## config.mk

```make
export PLATFORM = sky130hd
export DESIGN_NAME = instr_issue_unit
export DESIGN_NICKNAME = d
export VERILOG_FILES = /design/src/rtl/instr_issue_unit.sv
export SDC_FILE = /design/constraint.sdc
export NUM_CORES = 2
export LEC_CHECK = 0
export ABC_AREA = 1
export CORE_MARGIN = 2
export CORE_UTILIZATION = 35
export CTS_CLUSTER_DIAMETER = 50
export DETAILED_ROUTE_END_ITERATION = 7
export GPL_TIMING_DRIVEN = 0
export PLACE_DENSITY_LB_ADDON = 0.05
export SYNTH_ARGS = -nofsm -noshare
export SYNTH_HDL_FRONTEND = slang
export SYNTH_SLANG_ARGS = --single-unit
```

## constraint.sdc

```tcl
create_clock -name clk -period 9.2 [get_ports clk]
set_input_delay 1.84 -clock clk [delete_from_list [all_inputs] [get_ports clk]]
set_output_delay 1.84 -clock clk [all_outputs]
set_load 0.005 [all_outputs]
```

## src/rtl/instr_issue_unit.sv

```systemverilog
// instr_issue_unit
//   Program-sequencing stage that sits directly in front of the datapath.
//   It holds a loadable program store of {InitSel, DataInit, Instruction}
//   entries. After a start pulse it replays the first len entries in order,
//   one entry every two clocks, which matches the datapath's half-rate
//   sampling. Between entries it drives NOP/0/0 so the datapath never
//   executes or initialises the same entry twice.
//
// Ports
//   clk, reset            clock; synchronous active-high reset
//   load_we/addr/instr/   program store write port; honoured only in IDLE
//   load_data/load_init     or DONE
//   start, prog_len       begin a run of min(prog_len, DEPTH) entries
//   stall                 downstream not ready; holds the current issue
//   abort                 cancel the run and return to IDLE
//   Instruction/DataInit/ registered entry fields driven to the datapath
//   InitSel
//   issue_valid           outputs carry a real entry this cycle
//   pc                    index of the entry being fetched or issued
//   busy, done            state is FETCH/ISSUE, state is DONE
module instr_issue_unit #(
    parameter int               ISIZE = 16,
    parameter int               DSIZE = 16,
    parameter int               DEPTH = 64,
    parameter int               AW    = 6,
    parameter logic [ISIZE-1:0] NOP   = '0
) (
    input  logic             clk,
    input  logic             reset,
    input  logic             load_we,
    input  logic [AW-1:0]    load_addr,
    input  logic [ISIZE-1:0] load_instr,
    input  logic [DSIZE-1:0] load_data,
    input  logic             load_init,
    input  logic             start,
    input  logic [AW:0]      prog_len,
    input  logic             stall,
    input  logic             abort,
    output logic [ISIZE-1:0] Instruction,
    output logic [DSIZE-1:0] DataInit,
    output logic             InitSel,
    output logic             issue_valid,
    output logic [AW-1:0]    pc,
    output logic             busy,
    output logic             done
);

    typedef enum logic [1:0] {
        S_IDLE,
        S_FETCH,
        S_ISSUE,
        S_DONE
    } state_t;

    localparam int          EW      = ISIZE + DSIZE + 1;
    localparam logic [AW:0] DEPTH_L = (AW+1)'(DEPTH);
    localparam logic [AW:0] LEN_ONE = (AW+1)'(1);
    localparam logic [AW-1:0] PC_ONE = AW'(1);

    state_t            state;
    state_t            state_next;
    logic [AW:0]       len;
    logic [AW:0]       len_in;
    logic              last;
    logic [EW-1:0]     mem [DEPTH];
    logic [EW-1:0]     entry;
    logic              store_open;

    assign store_open = (state == S_IDLE) || (state == S_DONE);
    assign len_in     = (prog_len > DEPTH_L) ? DEPTH_L : prog_len;
    // len is at least 1 whenever ISSUE is reachable, so len-1 never underflows there.
    assign last       = ({1'b0, pc} == (len - LEN_ONE));
    assign entry      = mem[pc];

    // Program store: no reset, so a program survives reset and abort.
    always_ff @(posedge clk) begin
        if (load_we && store_open) begin
            mem[load_addr] <= {load_init, load_data, load_instr};
        end
    end

    always_ff @(posedge clk) begin
        if (reset) begin
            state <= S_IDLE;
        end else begin
            state <= state_next;
        end
    end

    always_comb begin
        state_next = state;
        if (abort) begin
            state_next = S_IDLE;
        end else begin
            case (state)
                S_IDLE, S_DONE: begin
                    if (start) begin
                        state_next = (len_in == '0) ? S_DONE : S_FETCH;
                    end
                end
                S_FETCH: state_next = S_ISSUE;
                S_ISSUE: begin
                    if (!stall) begin
                        state_next = last ? S_DONE : S_FETCH;
                    end
                end
                default: state_next = S_IDLE;
            endcase
        end
    end

    // Output fields are loaded straight from the store on the FETCH->ISSUE
    // edge, which gives the one-cycle synchronous read and registered outputs.
    always_ff @(posedge clk) begin
        if (reset || abort) begin
            pc          <= '0;
            len         <= '0;
            Instruction <= NOP;
            DataInit    <= '0;
            InitSel     <= 1'b0;
            issue_valid <= 1'b0;
            busy        <= 1'b0;
            done        <= 1'b0;
        end else begin
            busy <= (state_next == S_FETCH) || (state_next == S_ISSUE);
            done <= (state_next == S_DONE);
            case (state)
                S_IDLE, S_DONE: begin
                    if (start) begin
                        len <= len_in;
                        pc  <= '0;
                    end
                end
                S_FETCH: begin
                    Instruction <= entry[ISIZE-1:0];
                    DataInit    <= entry[ISIZE+DSIZE-1:ISIZE];
                    InitSel     <= entry[EW-1];
                    issue_valid <= 1'b1;
                end
                S_ISSUE: begin
                    if (!stall) begin
                        Instruction <= NOP;
                        DataInit    <= '0;
                        InitSel     <= 1'b0;
                        issue_valid <= 1'b0;
                        if (!last) begin
                            pc <= pc + PC_ONE;
                        end
                    end
                end
                default: ;
            endcase
        end
    end

endmodule

```

[Word level (Yosys, flattened, before mapping)]
Memory sizes are Yosys's and may differ from the RTL's. A register that Yosys moved wholly into a read port is not among the register bits.
Cells that the tools add are included.
Operators by class
  muxes and demuxes: 21
  add/sub/neg operators: 2
  equality and inequality tests: 10
  magnitude comparators: 1
  reduce and logical (&&, ||, !) cells: 12
Operators with widths (count)
  $pmux 16 s2: 2
  $mux 6: 5
  $mux 16: 1
  $pmux 6 s2: 1
  $mux 2: 5
  $eq 2x2->1 const B: 4
  $eq 6x7->1: 1
  $gt 7x7->1 const B: 1
  $logic_not 7->1: 1
  $mux 7: 1
  $sub 7x1->7 const B: 1
  $add 6x1->6 const B: 1
  $ne 2x2->1 const B: 3
  $pmux 2 s3: 1
  $eq 2x1->1 const B: 2
  $pmux 1 s2: 2
  $reduce_and 2->1: 2
  $reduce_and 4->1: 1
  $reduce_bool 2->1: 2
  $logic_or 1x1->1: 3
  $mux 1: 3
  $logic_not 2->1: 1
  $reduce_or 2->1: 1
  $logic_and 1x1->1: 1
Storage, ports and cells
  input port bits: 52
  register bits: 51
  output and inout port bits: 42
  memories: 1
  RAM bits: 2112
  logic and storage cells: 56
Memory list
  mem: words 64, bits a word 33, rd ports 1, clocked after memory_dff 1, write ports 1, RTL line 65  | logic [EW-1:0] mem [DEPTH];

[Depth between registers and ports, before layout]
  word-level depth: 9
  depth in mapped cells: 16

[Worst setup path before layout]
Ideal clock, no wire load.
  path kind: input -> register
  start point: input load_we
  end point: memory mem[0][0] (netlist name), enable pin
  stages on the path: 4
  setup slack: 5.046 ns
  library setup time: 0.423 ns
  arrival time: 3.731 ns
  data required time: 8.777 ns
  buffers on the path: 0
  cells stage by stage: nand2_1 -> inv_1 -> nand4_1 -> nor2_1
Between the ends
  longest elaborated chain between the ends: 3
Ends and longest elaborated chain
  from (decl): RTL line 30  | input logic load_we,
  $logic_and 1x1->1: RTL line 77  | if (load_we && store_open) begin
  $mux 1: RTL line 77
  $mux 1 (not written as such): RTL line 78  | mem[load_addr] <= {load_init, load_data, load_instr};
  to (decl): RTL line 65
Every way passes these cells.

[Worst setup path after layout]
  start point: input load_we
  end point: memory mem[37][32] (netlist name), enable pin
Same word-level chain as after synthesis.

==> summary.txt <==
Status
  – Status: finished with violations
  – Failing checks: max-capacitance violations, max-slew violations

Synth
  – Area leader, netlist: edfxtp_1
  – Distinct cell type count after synthesis: 30
  – Synthesis-stage register bit count: 2,169
  – Xor and xnor fraction of the mapped netlist area: 0.1204%
  – Most common cell in the netlist: nand2_1
  – Synth Area in Simple Gates: 22.27%
  – Sequential fraction of the synthesis area: 73.98%
  – Net Count, Synth: 7,310
  – Largest cells by area after synthesis: edfxtp_1 (73%), nand3_1 (11%), nand2_1 (10%), dfxtp_1 (1.3%), buf_2 (0.97%)
  – Syn_area_per_cell: 12.03 um^2
  – Adder-Cell Fraction of Synth Area: 0.07168%
  – Top-area cell type share of the netlist area: 72.67%
  – Post-synth ARST share: 0%
  – Most frequent cells after synthesis: nand2_1 (2,426), edfxtp_1 (2,112), nand3_1 (1,974), buf_2 (170), clkbuf_1 (105)
  – Largest family of logic cells by synthesized area: simple AND/OR/NAND/NOR gates
  – Cells after Synth: 7,253
  – Post-synthesis mux area share: 0%
  – Primary FF master, synth: edfxtp_1
  – Post-Syn Area: 0.08727 mm^2
  – Ys Warns: 0
  – Post-synthesis compound-gate area fraction: 0.3283%
  – EDFF count, synth: 2,112

CTS
  – H-tree depth: 5
  – Hold Buf Count CTS: 0
  – CTS Buffer Depth: 4
  – Root buf cell: clkbuf_16
  – Post-CTS setup buffer count: 0
  – CTS resizes: 0
  – CTS sink cnt: 2,169
  – CTS tree: done
  – Clk pin slew, worst setup/hold paths: 0.06 ns
  – Num CTS Buffers: 304
  – Clk_lat worst skew: 0.97 ns

Setup path
  – Crit-path max FO: 14
  – Reg2Reg Depth: 11
  – Worst setup EP type: register
  – CP startpoint kind: input pin
  – WP data required: 9.83 ns
  – Crit Path Class: in -> reg
  – FF-to-FF setup slack: 4.83 ns
  – Worst path arrival time: 5.23 ns
  – FF-to-FF End: DataInit[1]$_SDFFE_PP0P_

Floorplanning
  – Die Y-Extent: 503.4 um
  – Core area: 0.2482 mm^2
  – Die width: 503.4 um
  – Initial Utilization: 35.16%
  – Die area: 0.2534 mm^2
  – Num rows: 183
  – Boundary pin count: 94

Drt
  – Routed vias/inst: 5.778
  – Final wirelength: 426.2 mm
  – Drt wl/cell: 37.37 um
  – Initial drt markers: 10,640
  – DRT antenna net count: 0
  – Vias: 65,890
  – Pre-antenna DRT Iters: 6
  – DR DRC count: 0

Run
  – MaxCap Viol Count: 1

Power
  – Power Density: 214.2 mW/mm^2
  – Leak: 37.34 nW
  – Maximum VDD drop: 0.0002161 V

STA
  – Minimum clock period: 4.598 ns
  – Clock skew: 0.04936 ns
  – RSZ-0062 raised after global routing: no
  – F_max: 217.5 MHz
  – Final-report setup violation count: 0
  – Max Transition Viols Final: 11
  – Slew headroom: -11.58%
  – Final hold violations: 0
  – Worst hold slack: 0.4662 ns
  – Slew @ Worst Pin: 1.674 ns
  – Post-route clock period utilization: 49.98%
  – Final worst slack: 4.602 ns

Global route
  – Largest net degree at the start of global routing: 65
  – Gr usage total: 33.16%
  – Vias in the first global route: 59,140
  – GRT overflow: 0
  – First-pass GRT wire length: 557.7 mm
  – Initial antenna violation count: 32

Worst hold path
  – Hold depth: 2
  – Min-delay worst type: reg -> reg
  – Hold_sp: Instruction[6]$_SDFFE_PP0P_
  – WHS Endpoint: Instruction[6]$_SDFFE_PP0P_

Cells and area
  – Nets: 7,904
  – FILL cells: 23,030
  – Layout overhead on the synthesized area: 22.21%
  – Multi-input gate area: 0.02037 mm^2
  – Register area: 0.06456 mm^2
  – Share of layout cells above drive strength 1: 12.90%

Placed design
  – I/O Buffers: 93
  – Post-DP HPWL: 299.3 mm
  – Pre-CTS setup slack: 3.743 ns
  – GP Congestion: 0.9554
## logic make-up after synthesis
logic type / count (synthesis)
compound gates: 53
xor+xnor: 12
flops: 2169
fa+ha+maj: 5
buf+inv: 506
simple gates: 4508
## power breakdown
| part | leakage [nW] | internal [mW] | switching [mW] |
|---|---|---|---|
| logic | 13.3 | 0.127 | 0.488 |
| clock network | 4.59 | 6.82 | 4.51 |
| registers | 19.5 | 10.9 | 0.0127 |
## worst max-delay path by stage
stage / cells after the start / startpoint / slack, ns / end
floorplan: 4 / load_we / 5.05 / mem[0][0]$_DFFE_PP_
global placement: 5 / load_we / -0.39 / mem[60][23]$_DFFE_PP_
detailed placement: 7 / load_we / 3.74 / mem[22][3]$_DFFE_PP_
CTS: 7 / load_we / 4.71 / mem[22][4]$_DFFE_PP_
global route: 7 / load_we / 4.58 / mem[22][4]$_DFFE_PP_
finish: 7 / load_we / 4.60 / mem[37][32]$_DFFE_PP_
## routing by layer
metal | vias to the layer above | global-route usage (%) | part of all wire, %
met3 | 707 | 6.683 | 10
met5 | - | 0 | 0.021
li1 | 27060 | - | -
met1 | 33990 | 48.34 | 43
met4 | 12 | 12.01 | 3.9
met2 | 4124 | 48.85 | 43
## sequential cells by signal, summed over array words and instances, names as in the netlist, named ones only
register	flops
DataInit	16
InitSel	1
Instruction	16
busy	1
done	1
issue_valid	1
len	7
mem	2112
pc	6
state	2
## worst max-delay path: stages
cell	delay [ns]
clkdlybuf4s50_1	0.46
nand2_1	0.08
inv_1	0.21
nand4_1	0.88
nor2_4	1.16
buf_12	0.30
buf_12	0.22
## cells in the final DEF, fill, tap and decap left out, types with 2 or more instances in the layout
cell             netlist  layout
buf_12                 3     132
nand3_1             1974    1974
clkbuf_8               0      10
inv_6                  0      16
buf_8                  1       2
ha_1                   5       5
clkinvlp_4             0      20
clkinv_2               1      29
clkinv_8               0       2
nor2_4                 0      64
inv_4                  0       2
clkinv_4               0      22
bufinv_16              0      21
edfxtp_1            2112    2112
buf_1                 59      58
clkbuf_16              0     308
a21oi_2                3       3
buf_2                170     174
buf_4                 96     126
clkbuf_2               0       4
a211oi_1               2       2
buf_16                 0      64
nand2_1             2426    2426
clkdlybuf4s50_1        0      60
nor3_1                 4       4
xnor2_1                4       4
diode_2                0      10
dfxtp_1               57      57
inv_1                 30      30
clkinv_1               2      32
nor2_1                89      25
xor2_1                 8       8
buf_6                 38      39
nand4_1               11      11
clkbuf_1             105     165
a21oi_1               46      46
## per-stage QoR
stage	std cells	util [%]	power, mW	TNS [ns]	instance area, um^2
floorplan	7253	-	11.25	0	87270
global placement	10680	37.22	11.67	-142.94	92370
detailed placement	10870	39.13	11.70	0	97130
CTS	11390	42.96	22.89	0	106600
global route	11400	42.96	23.32	0	106600
finish	11400	42.97	22.84	0	106700
## area by class of cell
type	count	share of cell area, %
sequential	2169	60.53
tap	3330	3.906
buffer	472	2.528
inverter	34	0.1208
timing repair buffer	288	4.886
antenna	10	0.02346
multi-input combinational	4578	19.10
clock inverter	141	1.323
clock buffer	382	7.580
(Power assumes the default switching activity.)
